==> config.mk <==
export PLATFORM = sky130hd
export DESIGN_NAME = vending_machine
export DESIGN_NICKNAME = d
export VERILOG_FILES = /design/src/rtl/vending_machine.sv
export SDC_FILE = /design/constraint.sdc
export NUM_CORES = 1
export LEC_CHECK = 0
export CAP_MARGIN = 20
export CELL_PAD_IN_SITES_DETAIL_PLACEMENT = 0
export CELL_PAD_IN_SITES_GLOBAL_PLACEMENT = 2
export CORE_MARGIN = 4
export CORE_UTILIZATION = 28
export CTS_CLUSTER_SIZE = 14
export DETAILED_ROUTE_END_ITERATION = 8
export PLACE_DENSITY_LB_ADDON = 0.1
export SETUP_SLACK_MARGIN = 0.3
export SYNTH_ARGS = -nofsm -noshare
export SYNTH_HDL_FRONTEND = slang
export SYNTH_SLANG_ARGS = --single-unit
==> constraint.sdc <==
create_clock -name clk -period 3.5 [get_ports clk]
set_clock_uncertainty 0.05 [all_clocks]
set_input_delay 0.35 -clock clk [delete_from_list [all_inputs] [get_ports clk]]
set_output_delay 0.35 -clock clk [all_outputs]
set_load 0.01 [all_outputs]
==> src/rtl/vending_machine.sv <==
// ----------------------------------------------------------------------------
// vending_machine
//
// Purpose:
//   Controller for a 16-item snack machine laid out as rows A-D by columns
//   1-4. It watches a cumulative credit value from the coin acceptor and a
//   two-key (letter then number) selection. It shows the item price while
//   payment is pending. Once the credit covers the price it presents the
//   product index, the change and a success strobe to the dispenser. Idle
//   credit is refunded automatically after a timeout, and a reset refunds
//   it immediately.
//
// Ports:
//   clk          in   1   system clock, rising edge
//   reset        in   1   asynchronous, active-high reset ("plug pulled")
//   money_input  in   16  cumulative credit in cents (environment zeroes it)
//   swa..swd     in   1   row keys A-D, active high
//   sw1..sw4     in   1   column keys 1-4, active high
//   change       out  16  cents to return
//   price        out  16  price of the selected item, cents
//   dispense     out  4   product index = row*4 + (col-1)
//   success      out  1   high while a vend result is presented
// ----------------------------------------------------------------------------
module vending_machine #(
    parameter int TIMEOUT_CYCLES = 64,
    parameter int DONE_CYCLES    = 4
) (
    input  logic        clk,
    input  logic        reset,
    input  logic [15:0] money_input,
    input  logic        swa,
    input  logic        swb,
    input  logic        swc,
    input  logic        swd,
    input  logic        sw1,
    input  logic        sw2,
    input  logic        sw3,
    input  logic        sw4,
    output logic [15:0] change,
    output logic [15:0] price,
    output logic [3:0]  dispense,
    output logic        success
);

    localparam int TW = $clog2(TIMEOUT_CYCLES + 1);
    localparam int DW = $clog2(DONE_CYCLES + 1);

    typedef enum logic [2:0] {
        IDLE,
        LETTER,
        INVALID,
        CHECK,
        WAIT_MONEY,
        VEND,
        REFUND
    } state_t;

    state_t        state;
    state_t        state_next;
    logic [1:0]    row;
    logic [1:0]    row_next;
    logic [1:0]    col;
    logic [1:0]    col_next;
    logic [7:0]    keys;
    logic [7:0]    keys_prev;
    logic [7:0]    edges;
    logic [15:0]   money_prev;
    logic [TW-1:0] timer;
    logic [DW-1:0] done_cnt;

    logic          any_edge;
    logic          one_edge;
    logic          single_letter;
    logic          single_number;
    logic          money_changed;
    logic          activity;
    logic          timed_state;
    logic          timeout_hit;
    logic          done_hit;
    logic [15:0]   item_price;
    logic          enough;

    // Converts a one-hot group of four keys into a 0-based position, where
    // the first key of the group (A or 1) sits in the most significant bit.
    function automatic logic [1:0] key_pos(input logic [3:0] k);
        if (k[3]) begin
            return 2'd0;
        end else if (k[2]) begin
            return 2'd1;
        end else if (k[1]) begin
            return 2'd2;
        end else begin
            return 2'd3;
        end
    endfunction

    // Key edges are taken against the previous cycle's sample, so holding a
    // key down counts as a single press. A selection is only meaningful when
    // exactly one key edge arrives in a cycle; several at once are invalid.
    assign keys          = {swa, swb, swc, swd, sw1, sw2, sw3, sw4};
    assign edges         = keys & ~keys_prev;
    assign any_edge      = |edges;
    assign one_edge      = any_edge && ((edges & (edges - 8'd1)) == 8'd0);
    assign single_letter = one_edge && (|edges[7:4]);
    assign single_number = one_edge && (|edges[3:0]);

    // The refund timer runs only while credit sits unused in one of the
    // waiting states. Any key edge or any change of credit counts as activity
    // and restarts it. The timeout fires after TIMEOUT_CYCLES idle cycles.
    assign money_changed = (money_input != money_prev);
    assign activity      = any_edge || money_changed;
    assign timed_state   = (state == IDLE) || (state == LETTER) ||
                           (state == INVALID) || (state == WAIT_MONEY);
    assign timeout_hit   = timed_state && (money_input != 16'd0) && !activity &&
                           (timer == TW'(TIMEOUT_CYCLES - 1));
    assign done_hit      = (done_cnt == DW'(DONE_CYCLES - 1));
    assign enough        = (money_input >= item_price);

    // Price lookup for the stored row/column selection, in cents.
    always_comb begin
        item_price = 16'd0;
        case ({row, col})
            4'd0:  item_price = 16'd100;
            4'd1:  item_price = 16'd125;
            4'd2:  item_price = 16'd150;
            4'd3:  item_price = 16'd75;
            4'd4:  item_price = 16'd250;
            4'd5:  item_price = 16'd200;
            4'd6:  item_price = 16'd225;
            4'd7:  item_price = 16'd175;
            4'd8:  item_price = 16'd50;
            4'd9:  item_price = 16'd100;
            4'd10: item_price = 16'd125;
            4'd11: item_price = 16'd150;
            4'd12: item_price = 16'd150;
            4'd13: item_price = 16'd175;
            4'd14: item_price = 16'd200;
            4'd15: item_price = 16'd300;
            default: item_price = 16'd0;
        endcase
    end

    // Next-state logic. A letter always starts a fresh selection from IDLE,
    // INVALID or WAIT_MONEY. While a result is presented (VEND/REFUND) keys
    // are ignored and the machine simply counts down DONE_CYCLES.
    always_comb begin
        state_next = state;
        row_next   = row;
        col_next   = col;
        case (state)
            IDLE: begin
                if (timeout_hit) begin
                    state_next = REFUND;
                end else if (single_letter) begin
                    state_next = LETTER;
                    row_next   = key_pos(edges[7:4]);
                end else if (any_edge) begin
                    state_next = INVALID;
                end
            end
            LETTER: begin
                if (timeout_hit) begin
                    state_next = REFUND;
                end else if (single_number) begin
                    state_next = CHECK;
                    col_next   = key_pos(edges[3:0]);
                end else if (any_edge) begin
                    state_next = INVALID;
                end
            end
            INVALID: begin
                if (timeout_hit) begin
                    state_next = REFUND;
                end else if (single_letter) begin
                    state_next = LETTER;
                    row_next   = key_pos(edges[7:4]);
                end
            end
            CHECK: begin
                state_next = enough ? VEND : WAIT_MONEY;
            end
            WAIT_MONEY: begin
                if (enough) begin
                    state_next = VEND;
                end else if (timeout_hit) begin
                    state_next = REFUND;
                end else if (single_letter) begin
                    state_next = LETTER;
                    row_next   = key_pos(edges[7:4]);
                end
            end
            VEND, REFUND: begin
                if (done_hit) begin
                    state_next = IDLE;
                end
            end
            default: begin
                state_next = IDLE;
            end
        endcase
    end

    // Output decode. While reset is held the whole credit is handed back
    // combinationally, so pulling the plug never swallows money. Change in
    // VEND is only formed when the credit covers the price.
    always_comb begin
        change   = 16'd0;
        price    = 16'd0;
        dispense = 4'd0;
        success  = 1'b0;
        if (reset) begin
            change = money_input;
        end else begin
            case (state)
                CHECK, WAIT_MONEY: begin
                    price = item_price;
                end
                VEND: begin
                    success  = 1'b1;
                    dispense = {row, col};
                    price    = item_price;
                    change   = enough ? (money_input - item_price) : 16'd0;
                end
                REFUND: begin
                    change = money_input;
                end
                default: begin
                    change = 16'd0;
                end
            endcase
        end
    end

    // State, selection, edge-detect history and the two counters. The timer
    // is held at zero outside the waiting states, with no credit, or on
    // activity. The done counter only advances while a result is presented.
    always_ff @(posedge clk or posedge reset) begin
        if (reset) begin
            state      <= IDLE;
            row        <= 2'd0;
            col        <= 2'd0;
            keys_prev  <= 8'd0;
            money_prev <= 16'd0;
            timer      <= '0;
            done_cnt   <= '0;
        end else begin
            state      <= state_next;
            row        <= row_next;
            col        <= col_next;
            keys_prev  <= keys;
            money_prev <= money_input;
            if (!timed_state || (money_input == 16'd0) || activity) begin
                timer <= '0;
            end else begin
                timer <= timer + TW'(1);
            end
            if ((state == VEND) || (state == REFUND)) begin
                done_cnt <= done_hit ? '0 : done_cnt + DW'(1);
            end else begin
                done_cnt <= '0;
            end
        end
    end

endmodule

* Word-level counts from Yosys, hierarchy flattened
Memories as Yosys holds them, arrays and structs flattened. Cells that the tools add are included.
Storage, ports and cells: memories 1, input port bits 26, register bits after elaboration 41, bits in read-only memories 144
Memories:
- (name not given) | depth 16, bits a word 9, rd ports 1, clocked after Yosys merged registers in 0, wr ports 0, line 122 | case ({row, col})
Operators by class: equal/unequal tests 11, add/sub/neg operators 4, multiplexer cells 33, magnitude comparators 1, bitwise operators 4, reductions and logical operators 28
Operator list (count):
- $mux W16 | 4
- $mux W3 | 11
- $pmux W16 S2 | 1
- $pmux W3 S6 | 1
- $and A8 B8 Y8 | 2
- $ge A16 B16 Y1 | 1
- $logic_not A16 Y1 | 1
- $ne A16 B16 Y1 | 1
- $reduce_bool A16 Y1 | 1
- $sub A16 B16 Y16 | 1
- $mux W2 | 7
- $eq A3 B2 Y1 const B | 3
- $eq A3 B3 Y1 const B | 3
- $logic_not A8 Y1 | 1
- $mux W4 | 2
- $not A8 Y8 | 1
- $reduce_or A4 Y1 | 2
- $reduce_or A8 Y1 | 1
- $sub A8 B1 Y8 const B | 1
- $add A7 B1 Y7 const B | 1
- $eq A7 B6 Y1 const B | 1
- $logic_or A1 B1 Y1 | 7
- $mux W7 | 1
- $logic_and A1 B1 Y1 | 6
- other kinds (13) | 20

* Depth between registers and ports, before layout
word-level depth 11, gate-level depth with buffers 15

* Least setup slack after synthesis
OpenSTA, ideal clock, no wires.
path kind register to output, start reg col[0], end out change[13], cell stages (with the launch flop) 12, arrival time 3.186 ns, path slack -0.086 ns, buffers on the path 0, cell sequence dfrtp_1 inv_1 ha_1 mux2i_1 a21oi_1 ha_1 nor2b_1 o31a_1 o21ai_0 o21ai_0 or3_1 o311ai_0
On the way: word-level cells in the longest chain between the ends 5
RTL lines:
- start, declared | line 62 | logic [1:0] col;
- start signal, assigned | line 249 | col <= col_next;
- $mem_v2 Z16 W9 *
- $sub A16 B16 Y16 or $ge A16 B16 Y1 (tied branches) | line 222, 117
- $mux W16 * | line 222 | change = enough ? (money_input - item_price) : 16'd0;
- $pmux W16 S2 * | line 214 | case (state)
- $mux W16 * | line 211 | if (reset) begin
- end, declared | line 39 | output logic [15:0] change,
Every way passes the cells marked *; elsewhere a longest branch is shown, timed or not.

* Worst setup path after layout
start reg col[0], end reg row[0]
On the way: word-level cells in the longest chain between the ends 4
RTL lines:
- $mem_v2 Z16 W9
- $ge A16 B16 Y1 | line 117 | assign enough = (money_input >= item_price);
- $ne A2 B2 Y1 (no line)
- $reduce_and A2 Y1 (no line)
- end signal, assigned | line 248 | row <= row_next;
- end, declared | line 60 | logic [1:0] row;
Every way passes these cells. A chain may end at the register's enable or synchronous reset.

==> results.md <==
- Status: finished with violations
- Failing checks: negative setup slack
- Core area: 10,320 sq um
- Post-CTS Hold Fix Bufs: 0
- Slew margin rel.: between 40% and 50%
- Max Cap Viol: 0
- Core Rows: 37
- Share of cells above drive strength 1: 37.68%
- I/O pin cnt: 63
- Primary FF master, synth: dfrtp_1
- H-tree depth: 2
- Cells after synthesis: 341
- Gp weighted congestion: between 0.7 and 0.8
- Synthesized cell area: approximately 3000 sq um
- Fraction of registers with async set/reset: 100.0%
- Slowest stage cell, crit path: or4b_4
- 1st-iter DRT viols: ~110
- Worst vdd ir: 0.3585 mV
- Top cells by area, synth: dfrtp_1, ha_1, xnor2_1
- Worst slew pin tran: 0.7626 ns
- Pre-antenna DRT Iters: 4
- CTS Buf Count: 5
- DP Worst Slack: -0.3894 ns
- Die H: 110.9 um
- Vias per cell: 4.814
- Number of synthesized flops with an enable pin: 0
- Number of global-route vias before repair: 3,054
- First-pass GRT wire length: between 15,000 and 20,000 um
- Unrepaired setup endpoints after global routing: yes
- Final HPWL DP: about 7400 um
- Period utilization: 103.2%
- Cell total after placement: 600
- Lkg Pwr: 1.992 nW
- Share of the synthesized area in the top cell type: 34.60%
- Crit path time final: between 3 and 4 ns
- Routed wire length: roughly 9500 um
- Die Wd: about 110 um
- Antenna violations before repair: 0
- Area Growth Syn to Fin: 60.89%
- Fin Hold WS: 0.3991 ns
- Initial Util: 28.72%
- Hold Crit Class: reg -> reg
- ANT nets after route: 0
- CP cell instances: inv_4 > ha_4 > mux2i_2 > nor2_1 > a311oi_2 > ha_1 > nand4_1 > buf_6 > nor4_4 > nor3_2 > nand2_4 > buf_4 > buf_6 > o21ai_2 > or4b_4 > mux2_4
- Diode count: 0
- GR Overflow Total: 0
- Gr usage total: approximately 15%
- Final hold vios: 0
- Setup violators final: 13
- Setup TNS: -0.9604 ns
- Full die area: around 12,000 sq um
- Synth cell count leaders: dfrtp_1, nor2_1, nand2_1
- Most common cell in the netlist: dfrtp_1
- Syn Area/Cell: 8.696 sq um
- Final Worst Setup Slack: -0.1113 ns
- CTS Buffer Depth: 2
- Post-synth cell types: just under 60
- Max-slew violations: 0
- I/O Buffers: 55
- Worst-Skew Late Latency: 0.29 ns
- Clock Tree Root: clkbuf_8
- Post-route insts no fill: 619
- CP Launch Type: register
- Synth Warn #: 0
- Power Density: around 800 nW/um^2
- Delay of the slowest cell on the worst path: 0.49 ns
- DRC viols: 0
- Critical path class: reg -> reg
- CTS clk-pin slew, worst paths: roughly 0.070 ns
- Final #Nets: 528
- CP Capture Type: register
- Routed WL per cell: 15.34 um
- CTS tree: done
- #FFs+latches synth: 41
- Via count: 2,980
- Crit path top cell by count: buf_6
- Register area share after synthesis: 34.60%
- Crit path max fanout: 5
- Worst Path Required: 3.62 ns
- Largest net degree at the start of global routing: 18
- Achievable Freq: 276.9 MHz
- Cell taking the most area after synthesis: dfrtp_1
- Clock Sinks: around 40
- CP arrival: 3.73 ns
==> metal layers <==
| layer | wire length [um] | GRT usage (%) | vias to the layer above |
|---|---|---|---|
| met1 | 4550 | 20.66 | 1422 |
| met2 | 4457 | 24.68 | 59 |
| met3 | 337 | 3.057 | 12 |
| met5 | 0 | 0 | - |
| met4 | 148 | 3.202 | 0 |
| li1 | - | - | 1487 |
==> power breakdown <==
group / internal (mW) / switching, mW / total, mW
sequential: 0.537 / 0.0585 / 0.595
combinational: 1.48 / 1.38 / 2.86
clock: 0.207 / 0.157 / 0.365
total: 2.23 / 1.59 / 3.82
==> worst paths after layout <==
kind / cells past startpoint / slack [ns] / start / end
min in group asynchronous: 4 / 0.56 / reset / keys_prev[0]$_DFF_PP0_
hold / removal: 1 / 0.40 / done_cnt[0]$_DFF_PP0_ / done_cnt[0]$_DFF_PP0_
max in group asynchronous: 4 / 2.60 / reset / keys_prev[3]$_DFF_PP0_
setup reg to reg: 16 / -0.11 / col[0]$_DFFE_PP0P_ / row[0]$_DFFE_PP0P_
setup / recovery: 16 / -0.11 / col[0]$_DFFE_PP0P_ / row[0]$_DFFE_PP0P_
hold reg to reg: 1 / 0.40 / done_cnt[0]$_DFF_PP0_ / done_cnt[0]$_DFF_PP0_
==> stage by stage <==
step	util, %	power [mW]	area (sq um)
3_5_place_dp	41.44	2.855	4278
4_1_cts	44.82	3.606	4627
2_1_floorplan	-	1.824	3060
6_report	46.21	3.822	4771
3_3_place_gp	41.44	2.855	4278
5_1_grt	46.21	4.113	4771
==> worst max-delay path: cells and delay by family, from the launching register on <==
kind            cells  cell delay (ns)
simple gates        6             1.12
fa+ha+maj           2             0.51
buf+inv             4             0.50
mux                 2             0.48
flops               1             0.46
compound gates      2             0.38
==> repair_timing <==
item,in CTS,in global routing
buffers inserted,7,5
pin swaps,22,25
gates resized for setup,126,25
endpoints found under the setup margin,18,21
==> final cells by class <==
cell class                      count  area [sq um]
Fill cell                        1012          5553
Multi-Input combinational cell    282          2220
Timing Repair Buffer              144          1210
Sequential cell                    41          1028
Tap cell                          136         170.2
Clock buffer                        5         68.82
Inverter                            9         38.79
Clock inverter                      2         35.03
==> cell families after synthesis <==
family                   share of synthesized area (%)
other                                           0.1265
AND/OR/NAND/NOR                                  25.53
AO/OA/AOI/OAI                                    16.58
multiplexers                                     2.658
buffers and inverters                            3.924
adder cells (fa/ha/maj)                          8.608
flip-flops                                       34.60
XOR/XNOR                                         7.974
==> placed cells by master, fill, tap and decap left out, types with 3 or more instances in the layout <==
cell,n
or3_1,4
nand4_1,7
buf_2,15
nor2_2,3
clkdlybuf4s50_1,39
nand3_1,7
a22o_1,3
nor3_2,5
nand2b_1,10
conb_1,7
nor2_4,3
xnor2_1,22
a21oi_4,3
o21ai_2,6
clkbuf_8,5
buf_4,74
buf_6,14
ha_1,7
a21oi_1,11
ha_2,3
ha_4,8
inv_1,6
nand2_1,28
nor2_1,31
o31a_1,3
o21ai_1,9
xor2_1,5
o21ai_0,8
nor3_1,11
a21oi_2,5
a31oi_1,3
a211oi_2,3
dfrtp_1,39
nor2b_1,14
==> sequential cells by signal (all words and copies together), names as in the netlist <==
| signal | count |
|---|---|
| row | 2 |
| state | 3 |
| done_cnt | 3 |
| keys_prev | 8 |
| money_prev | 16 |
| timer | 7 |
| col | 2 |
No activity file was read; power rests on OpenSTA's default activity.
